**config.mk**
```make
export PLATFORM = sky130hd
export DESIGN_NAME = dunc16_mem_ctrl
export DESIGN_NICKNAME = d
export VERILOG_FILES = /design/src/rtl/dunc16_pkg.sv /design/src/rtl/dunc16_io_regs.sv /design/src/rtl/dunc16_mem_ctrl.sv
export SDC_FILE = /design/constraint.sdc
export NUM_CORES = 1
export LEC_CHECK = 0
export ABC_AREA = 1
export CORE_AREA = 2 2 103 105
export CTS_CLUSTER_SIZE = 28
export DETAILED_ROUTE_END_ITERATION = 16
export DIE_AREA = 0 0 105 107
export PLACE_DENSITY_LB_ADDON = 0.08
export SYNTH_ARGS = -nofsm -noshare
export SYNTH_HDL_FRONTEND = slang
export SYNTH_SLANG_ARGS = --single-unit
```
**constraint.sdc**
```tcl
create_clock -name CLK -period 1.7 [get_ports CLK]
set_clock_uncertainty 0.2 [all_clocks]
set_input_delay 0.17 -clock CLK [delete_from_list [all_inputs] [get_ports CLK]]
set_output_delay 0.17 -clock CLK [all_outputs]
set_load 0.01 [all_outputs]
```
**src/rtl/dunc16_pkg.sv**
```systemverilog
// rtl/dunc16_pkg.sv - shared types and constants for the dunc16 memory/IO controller
package dunc16_pkg;

    localparam int DUNC16_DATA_W = 16;

    typedef enum logic [1:0] {
        ST_IDLE,
        ST_ACCESS,
        ST_WAIT,
        ST_DONE
    } state_t;

    typedef enum logic [1:0] {
        RGN_RAM,
        RGN_IO,
        RGN_OOR
    } region_t;

    localparam logic [3:0] IO_OFS_OUT = 4'd0;
    localparam logic [3:0] IO_OFS_IN  = 4'd1;
    localparam logic [3:0] IO_OFS_CNT = 4'd2;

endpackage

```
**src/rtl/dunc16_io_regs.sv**
```systemverilog
// rtl/dunc16_io_regs.sv - IO window: output latch, strobe, transaction counter, read mux
module dunc16_io_regs
    import dunc16_pkg::*;
#(
    parameter int DATA_W = DUNC16_DATA_W
) (
    input  logic              CLK,
    input  logic              RESET,
    input  logic              done,
    input  logic              io_sel,
    input  logic              we,
    input  logic [3:0]        ofs,
    input  logic [DATA_W-1:0] wdata,
    input  logic [DATA_W-1:0] io_in,
    output logic [DATA_W-1:0] io_out,
    output logic              io_stb,
    output logic [DATA_W-1:0] io_rdata
);

    logic [DATA_W-1:0] io_out_q, io_out_d;
    logic [15:0]       cnt_q, cnt_d;
    logic              out_wr;

    assign out_wr = io_sel && we && (ofs == IO_OFS_OUT);

    // Next-state for the latch (on an offset-0 write) and the completion counter (every DONE)
    always_comb begin
        io_out_d = io_out_q;
        cnt_d    = cnt_q;
        if (out_wr) begin
            io_out_d = wdata;
        end
        if (done) begin
            cnt_d = cnt_q + 16'd1;
        end
    end

    // State registers
    always_ff @(posedge CLK or negedge RESET) begin
        if (!RESET) begin
            io_out_q <= '0;
            cnt_q    <= '0;
        end else begin
            io_out_q <= io_out_d;
            cnt_q    <= cnt_d;
        end
    end

    // Read mux; the counter value seen is the one before this transaction is counted
    always_comb begin
        io_rdata = '0;
        case (ofs)
            IO_OFS_OUT: io_rdata = io_out_q;
            IO_OFS_IN:  io_rdata = io_in;
            IO_OFS_CNT: io_rdata = DATA_W'(cnt_q);
            default:    io_rdata = '0;
        endcase
    end

    assign io_out = io_out_q;
    assign io_stb = out_wr;

endmodule

```
**src/rtl/dunc16_mem_ctrl.sv**
```systemverilog
// rtl/dunc16_mem_ctrl.sv - REQ/READY to synchronous RAM strobes with wait states and IO window
module dunc16_mem_ctrl
    import dunc16_pkg::*;
#(
    parameter int          DATA_W      = DUNC16_DATA_W,
    parameter int          ADDR_W      = 12,
    parameter int          WAIT_STATES = 1,
    parameter logic [15:0] IO_BASE     = 16'hFFF0
) (
    input  logic              CLK,
    input  logic              RESET,
    input  logic              REQ,
    input  logic              WE,
    input  logic [15:0]       ADDR,
    input  logic [DATA_W-1:0] WDATA,
    output logic [DATA_W-1:0] RDATA,
    output logic              READY,
    output logic              ERR,
    output logic              BUSY,
    output logic              MEM_EN,
    output logic              MEM_WE,
    output logic [ADDR_W-1:0] MEM_ADDR,
    output logic [DATA_W-1:0] MEM_WDATA,
    input  logic [DATA_W-1:0] MEM_RDATA,
    input  logic [DATA_W-1:0] IO_IN,
    output logic [DATA_W-1:0] IO_OUT,
    output logic              IO_STB
);

    localparam logic [3:0] WS = 4'(WAIT_STATES);

    state_t            state_q, state_d;
    region_t           region_q, region_d;
    logic [ADDR_W-1:0] mem_addr_q, mem_addr_d;
    logic [3:0]        io_ofs_q, io_ofs_d;
    logic              we_q, we_d;
    logic [DATA_W-1:0] wdata_q, wdata_d;
    logic [DATA_W-1:0] rdata_q, rdata_d;
    logic [3:0]        wait_cnt_q, wait_cnt_d;
    logic [DATA_W-1:0] io_rdata;
    logic              ram_hit, io_hit;

    assign ram_hit = ((ADDR >> ADDR_W) == 16'd0);
    assign io_hit  = (ADDR[15:4] == IO_BASE[15:4]);

    // Next-state, request latching, read-data capture and strobe decode
    always_comb begin
        state_d    = state_q;
        region_d   = region_q;
        mem_addr_d = mem_addr_q;
        io_ofs_d   = io_ofs_q;
        we_d       = we_q;
        wdata_d    = wdata_q;
        rdata_d    = rdata_q;
        wait_cnt_d = wait_cnt_q;
        case (state_q)
            ST_IDLE: begin
                if (REQ) begin
                    mem_addr_d = ADDR[ADDR_W-1:0];
                    io_ofs_d   = ADDR[3:0];
                    we_d       = WE;
                    wdata_d    = WDATA;
                    if (ram_hit) begin
                        region_d = RGN_RAM;
                        state_d  = ST_ACCESS;
                    end else if (io_hit) begin
                        region_d = RGN_IO;
                        state_d  = ST_DONE;
                    end else begin
                        region_d = RGN_OOR;
                        state_d  = ST_DONE;
                    end
                end
            end
            ST_ACCESS: begin
                if (WS != 4'd0) begin
                    wait_cnt_d = WS;
                    state_d    = ST_WAIT;
                end else begin
                    state_d = ST_DONE;
                end
            end
            ST_WAIT: begin
                wait_cnt_d = wait_cnt_q - 4'd1;
                if (wait_cnt_q <= 4'd1) begin
                    state_d = ST_DONE;
                end
            end
            ST_DONE: begin
                state_d = ST_IDLE;
                if (!we_q) begin
                    case (region_q)
                        RGN_RAM: rdata_d = MEM_RDATA;
                        RGN_IO:  rdata_d = io_rdata;
                        default: rdata_d = '0;
                    endcase
                end
            end
            default: state_d = ST_IDLE;
        endcase
    end

    // State registers; reset abandons any transaction in flight
    always_ff @(posedge CLK or negedge RESET) begin
        if (!RESET) begin
            state_q    <= ST_IDLE;
            region_q   <= RGN_RAM;
            mem_addr_q <= '0;
            io_ofs_q   <= '0;
            we_q       <= 1'b0;
            wdata_q    <= '0;
            rdata_q    <= '0;
            wait_cnt_q <= '0;
        end else begin
            state_q    <= state_d;
            region_q   <= region_d;
            mem_addr_q <= mem_addr_d;
            io_ofs_q   <= io_ofs_d;
            we_q       <= we_d;
            wdata_q    <= wdata_d;
            rdata_q    <= rdata_d;
            wait_cnt_q <= wait_cnt_d;
        end
    end

    assign BUSY      = (state_q != ST_IDLE);
    assign MEM_EN    = (state_q == ST_ACCESS);
    assign MEM_WE    = (state_q == ST_ACCESS) && we_q;
    assign MEM_ADDR  = mem_addr_q;
    assign MEM_WDATA = wdata_q;
    assign READY     = (state_q == ST_DONE);
    assign ERR       = (state_q == ST_DONE) && (region_q == RGN_OOR);
    assign RDATA     = rdata_q;

    dunc16_io_regs #(
        .DATA_W (DATA_W)
    ) u_io_regs (
        .CLK      (CLK),
        .RESET    (RESET),
        .done     (state_q == ST_DONE),
        .io_sel   ((state_q == ST_DONE) && (region_q == RGN_IO)),
        .we       (we_q),
        .ofs      (io_ofs_q),
        .wdata    (wdata_q),
        .io_in    (IO_IN),
        .io_out   (IO_OUT),
        .io_stb   (IO_STB),
        .io_rdata (io_rdata)
    );

endmodule
```
### Word-level counts from Yosys, hierarchy flattened

Cells that the tools add are included.

| storage, ports and cells | value |
|---|---|
| input bits | 68 |
| logic and storage cells | 47 |
| flip-flop bits (word level) | 89 |

| operators by class | value |
|---|---|
| reductions and logical operators | 14 |
| $lt $le $gt $ge | 1 |
| equality and inequality tests | 10 |
| mux-type cells | 9 |
| bitwise operators | 1 |
| add/sub/neg operators | 2 |

Operators by type and width:

| kind | number |
|---|---|
| $pmux W16 S3 | 1 |
| $pmux W16 S2 | 1 |
| $add A16 B1 Y16 const B | 1 |
| $logic_not A16 Y1 | 1 |
| $eq A12 B12 Y1 const B | 1 |
| $mux W2 | 5 |
| $pmux W2 S4 | 1 |
| $pmux W4 S2 | 1 |
| $eq A2 B2 Y1 const B | 3 |
| $reduce_and A2 Y1 | 3 |
| $logic_and A1 B1 Y1 | 5 |
| $eq A2 B1 Y1 const B | 2 |
| $eq A4 B1 Y1 const B | 1 |
| $eq A4 B2 Y1 const B | 1 |
| $le A4 B1 Y1 const B | 1 |
| $logic_not A2 Y1 | 2 |
| $logic_not A4 Y1 | 1 |
| $ne A2 B2 Y1 const B | 2 |
| $reduce_bool A2 Y1 | 2 |
| $sub A4 B1 Y4 const B | 1 |
| $not A1 Y1 | 1 |

### Depth between registers and ports, before layout

| depth | value |
|---|---|
| depth in word-level cells | 4 |
| depth in mapped cells | 10 |
| depth with buffers taken out | 9 |

### Hierarchy

A second synthesis with hierarchy kept.

| unflattened totals | value |
|---|---|
| cells, all modules | 536 |
| area total of the unflattened synthesis | 4,265.3 um^2 |

Modules (own cells, without submodules):

| module | area an instance (um^2) | instances | cells each | sequential area each (um^2) |
|---|---|---|---|---|
| dunc16_mem_ctrl | 2,522.4 | 1 | 294 | 1,326.3 |
| dunc16_io_regs | 1,742.9 | 1 | 242 | 800.8 |

### Worst setup path after synthesis

Ideal clock, no wire load.

| timing path | value |
|---|---|
| kind | register to register |
| from | reg state_q[0] |
| to | reg rdata_q[10] (netlist: RDATA[10]) |
| period minus slack after synthesis | 1.709 ns |
| setup slack | -0.009 ns |
| arrival | 1.387 ns |
| library setup time | 0.122 ns |
| buffers on the path | 2 |
| stages on the path, launching flop included | 9 |
| path through | dfrtp_1 > ha_1 > buf_4 > inv_2 > nor2_4 > inv_2 > buf_2 > a21oi_1 > a21oi_2 |

| between the ends | value |
|---|---|
| cells in the longest elaborated chain, start to end | 2 |

RTL lines:

| element | RTL line | source |
|---|---|---|
| start: declaration | dunc16_mem_ctrl.sv:32 | `state_t state_q, state_d;` |
| start signal: assignment | dunc16_mem_ctrl.sv:115 | `state_q <= state_d;` |
| $eq A2 B2 Y1 | -- |  |
| named net READY | dunc16_mem_ctrl.sv:17 | `output logic READY,` |
| $reduce_and A2 Y1 (no line) | -- |  |
| end signal: assignment | dunc16_mem_ctrl.sv:121 | `rdata_q <= rdata_d;` |
| end: declaration | dunc16_mem_ctrl.sv:38 | `logic [DATA_W-1:0] rdata_q, rdata_d;` |

The timed path passes the listed nets, and every way through them passes these cells.
A chain may end at the register's enable or synchronous reset.

### Worst setup path after layout

| timing path | value |
|---|---|
| from | reg state_q[0] |
| to | out IO_STB |

| between the ends | value |
|---|---|
| cells in the longest elaborated chain, start to end | 4 |

RTL lines:

| element | RTL line | source |
|---|---|---|
| $eq A2 B2 Y1 | dunc16_mem_ctrl.sv:141 | `.io_sel ((state_q == ST_DONE) && (region_q == RGN_IO)),` |
| $logic_and A1 B1 Y1 | dunc16_mem_ctrl.sv:141 |  |
| $logic_and A1 B1 Y1 (2 in a row) | dunc16_io_regs.sv:24 | `assign out_wr = io_sel && we && (ofs == IO_OFS_OUT);` |
| end: declaration | dunc16_mem_ctrl.sv:27 | `output logic IO_STB` |

No other way between the ends.

==> flow_summary_export.csv <==
group,metric,value,unit
critical_path,critPathArrivalTime,1440,ps
floorplan,die_h,107,µm
clock_tree,insertion_delay,360,ps
critical_path,start_kind,"register",
critical_path,cp_slowest_cell,"dfrtp_1",
clock_tree,cts.sink_count,85,
global_routing,grt_overflow_total,0,
detailed_routing,wire_per_inst,14.4,µm
detailed_routing,dr.first_iter.drc_count,194,
logic_synthesis,ys_seq_area_share,50.8,%
place,place_inst,785,
critical_path,cp_common_cell,"inv_2",
pwr,ir_drop,846,µV
clock_tree,cts_max_path_buffers,2,
clock_tree,clkTransAtPathRegs,90,ps
clock_tree,cts_buffers,9,
floorplan,dieArea,0.0112,mm²
detailed_routing,drtAntennaViolNets,0,
logic_synthesis,synth_edf_count,0,
critical_path,path_buf_inv,3,
min_path,hold_end,"MEM_WDATA[3]$_DFFE_PN0P_",
sta,min_period,1810,ps
cells_and_area,postLayoutCellArea,0.00623,mm²
clock_tree,htree_levels,3,
critical_path,cpPeakStageDelay,360,ps
floorplan,start_util,41.5,%
critical_path,rrSetupSlack,-50,ps
critical_path,required,1330,ps
logic_synthesis,ys_ff_latch,85,
detailed_routing,drc,0,
logic_synthesis,synth.yosys.warnings,0,
cells_and_area,stdcell_count,814,
place,gp_congestion,0.893,
cells_and_area,num_antenna_cells,0,
sta,final_hold_viol_count,0,
floorplan,io_pins,134,
global_routing,grt_pass1_vias,3881,
sta,fin_crit_sh,106,%
run_status,status,"finished with violations",
cells_and_area,n_fill_cell,914,
clock_tree,cts_tree,"yes",
min_path,min_delay_path_depth,3,
sta,slew_violations,0,
detailed_routing,routed_wl,11700,µm
critical_path,cp-end-kind,"primary output",
sta,fmax,553,MHz
logic_synthesis,syn_inst,508,
critical_path,reg2reg_from,"state_q[0]$_DFFE_PN0P_",
cells_and_area,post-route-util,61.7,%
floorplan,row_count,37,
place,io_buffers,133,
critical_path,regToRegEndpoint,"u_io_regs.cnt_q[7]$_DFFE_PN0P_",
sta,slew-limit-headroom,70.5,%
cells_and_area,drive_above_1_share,16.1,%
detailed_routing,dr.pass1.iters,5,
logic_synthesis,synth_flop_cell,"dfrtp_1",
global_routing,grtUsageTotal,21.4,%
logic_synthesis,avgSynthCellArea,8.24,µm²
min_path,min_path_type,"in -> reg",
sta,setup_slack,-110,ps
run_status,violations,"negative setup slack",
critical_path,worstSetupPathType,"reg -> out",
logic_synthesis,async_flop_share,100,%
floorplan,fp.dieW,105,µm
global_routing,antenna_found_initial,0,
cells_and_area,mostFrequentLayoutCell,"nand2_1",
critical_path,crit_family,"flip-flops",
cells_and_area,area_growth_syn_to_layout,48.8,%
clock_tree,clk_root_buffer_cell,"clkbuf_8",
min_path,worstHoldStart,"WDATA[3]",
place,hpwl,8680,µm
sta,finalSetupViolCount,2,
logic_synthesis,synth_fp_nets,584,
run,maxCapViolations,0,
sta,worstMarginPinSlew,441,ps
sta,fin_setup_tns,-162,ps
cells_and_area,layout.nets,749,
place,placed_area,0.00583,mm²
pwr,total_power,9.13,mW
logic_synthesis,ys_types,29,
detailed_routing,vias,3955,
critical_path,cp.depth,6,
global_routing,grt_max_degree,41,
logic_synthesis,synthesis.area,0.00419,mm²
global_routing,grt_pass1_wl,19100,µm
pwr,p_per_area,1470,mW/mm²
critical_path,ff2ff_path_depth,8,
pwr,leakagePower,3.18,nW
place,post-place-ws,-144,ps
floorplan,design.core.area,0.0101,mm²
sta,rsz0062_at_grt,"yes",
detailed_routing,vias_per_cell,4.86,
critical_path,worstPathMaxFanout,3,
cells_and_area,most-common-layout-cells,"163 x nand2_1, 102 x clkdlybuf4s50_1, 85 x dfrtp_1, 64 x nand3_1, 35 x buf_4",
critical_path,cp_cell_sequence,"ha_2 -> inv_2 -> nor3_2 -> nand3_2 -> inv_2 -> buf_6",
sta,hold_slack,141,ps
==> registers in the layout, indices dropped and copies added, names as in the netlist <==
signal and flops:
we_q 1, MEM_WDATA 16, u_io_regs.io_out 16, u_io_regs.cnt_q 16
wait_cnt_q 4, MEM_ADDR 12, state_q 2, RDATA 16
region_q 2
==> area by class of cell <==
class | count | area, µm² | area share (%)
clock buffer | 10 | 128 | 2.05
inverter | 38 | 148 | 2.37
timing repair buffer | 175 | 1730 | 27.7
clock inverter | 6 | 63.8 | 1.02
tap | 136 | 170 | 2.73
sequential | 85 | 2130 | 34.2
multi-input combinational | 364 | 1860 | 29.9
==> metal layers <==
| metal | part of all wire [%] | global-route usage (%) |
|---|---|---|
| met1 | 44 | 27.9 |
| met2 | 48 | 34.6 |
| met3 | 6.7 | 5.29 |
| met4 | 1.9 | 7.71 |
| met5 | 0 | 0 |
==> cell usage after synthesis, types with 2 or more instances <==
master,instances,area [µm²]
xnor2_1,2,17.5
nor2_1,30,113
a21oi_2,9,78.8
a21oi_1,22,110
nand3_1,65,325
nand2_1,166,623
buf_6,2,22.5
nor2_4,4,45.0
ha_1,8,100
nand4_1,3,18.8
clkbuf_1,6,22.5
buf_2,7,35.0
dfrtp_1,85,2130
buf_4,5,37.5
xor2_1,9,78.8
nor2_2,3,18.8
nor3_2,3,30.0
o21ai_0,17,85.1
o21ai_1,8,40.0
nand3b_1,2,15.0
nand3_2,5,50.1
inv_1,29,109
nor3_1,5,25.0
inv_2,8,30.0
==> worst max-delay path by stage <==
stage | start | endpoint | slack [ps]
after floorplan | state_q[0]$_DFFE_PN0P_ | RDATA[10]$_DFFE_PN0P_ | 10
after global placement | state_q[0]$_DFFE_PN0P_ | IO_STB | -110
after detailed placement | state_q[0]$_DFFE_PN0P_ | IO_STB | -140
after CTS | state_q[0]$_DFFE_PN0P_ | IO_STB | -160
after global routing | state_q[0]$_DFFE_PN0P_ | IO_STB | -190
final | state_q[0]$_DFFE_PN0P_ | IO_STB | -110
==> cell families (layout without fill, tap and decap cells) <==
kind of cell | after synthesis | after routing | share of synthesized area [%]
AOI/OAI and AO/OA | 57 | 57 | 7.65
xor gates and xnor gates | 11 | 11 | 2.30
and+or+nand+nor | 288 | 288 | 30.5
buffers and inverters | 59 | 229 | 6.31
adders and majority gates | 8 | 8 | 2.39
DFF | 85 | 85 | 50.8
==> report_power, final <==
part | internal, mW | switching [mW] | total (mW)
Combinational | 2.19 | 2.42 | 4.61
Sequential | 2.68 | 0.414 | 3.10
Clock | 0.677 | 0.750 | 1.43
==> worst min-delay path: cells and delay by family <==
kind,cells,cell delay [ps]
buffers and inverters,1,390
and+or+nand+nor,2,100
==> what timing repair did <==
| item | 4_1_cts | 5_1_grt |
|---|---|---|
| endpoints found under the hold margin | 85 | 0 |
| hold buffers | 2 | 0 |
| buffers inserted | 3 | 9 |
| setup endpoints to repair | 15 | 62 |
| pin swaps | 5 | 5 |
| gates resized for setup | 38 | 37 |
Note: power is estimated with default switching activity, not from simulation.
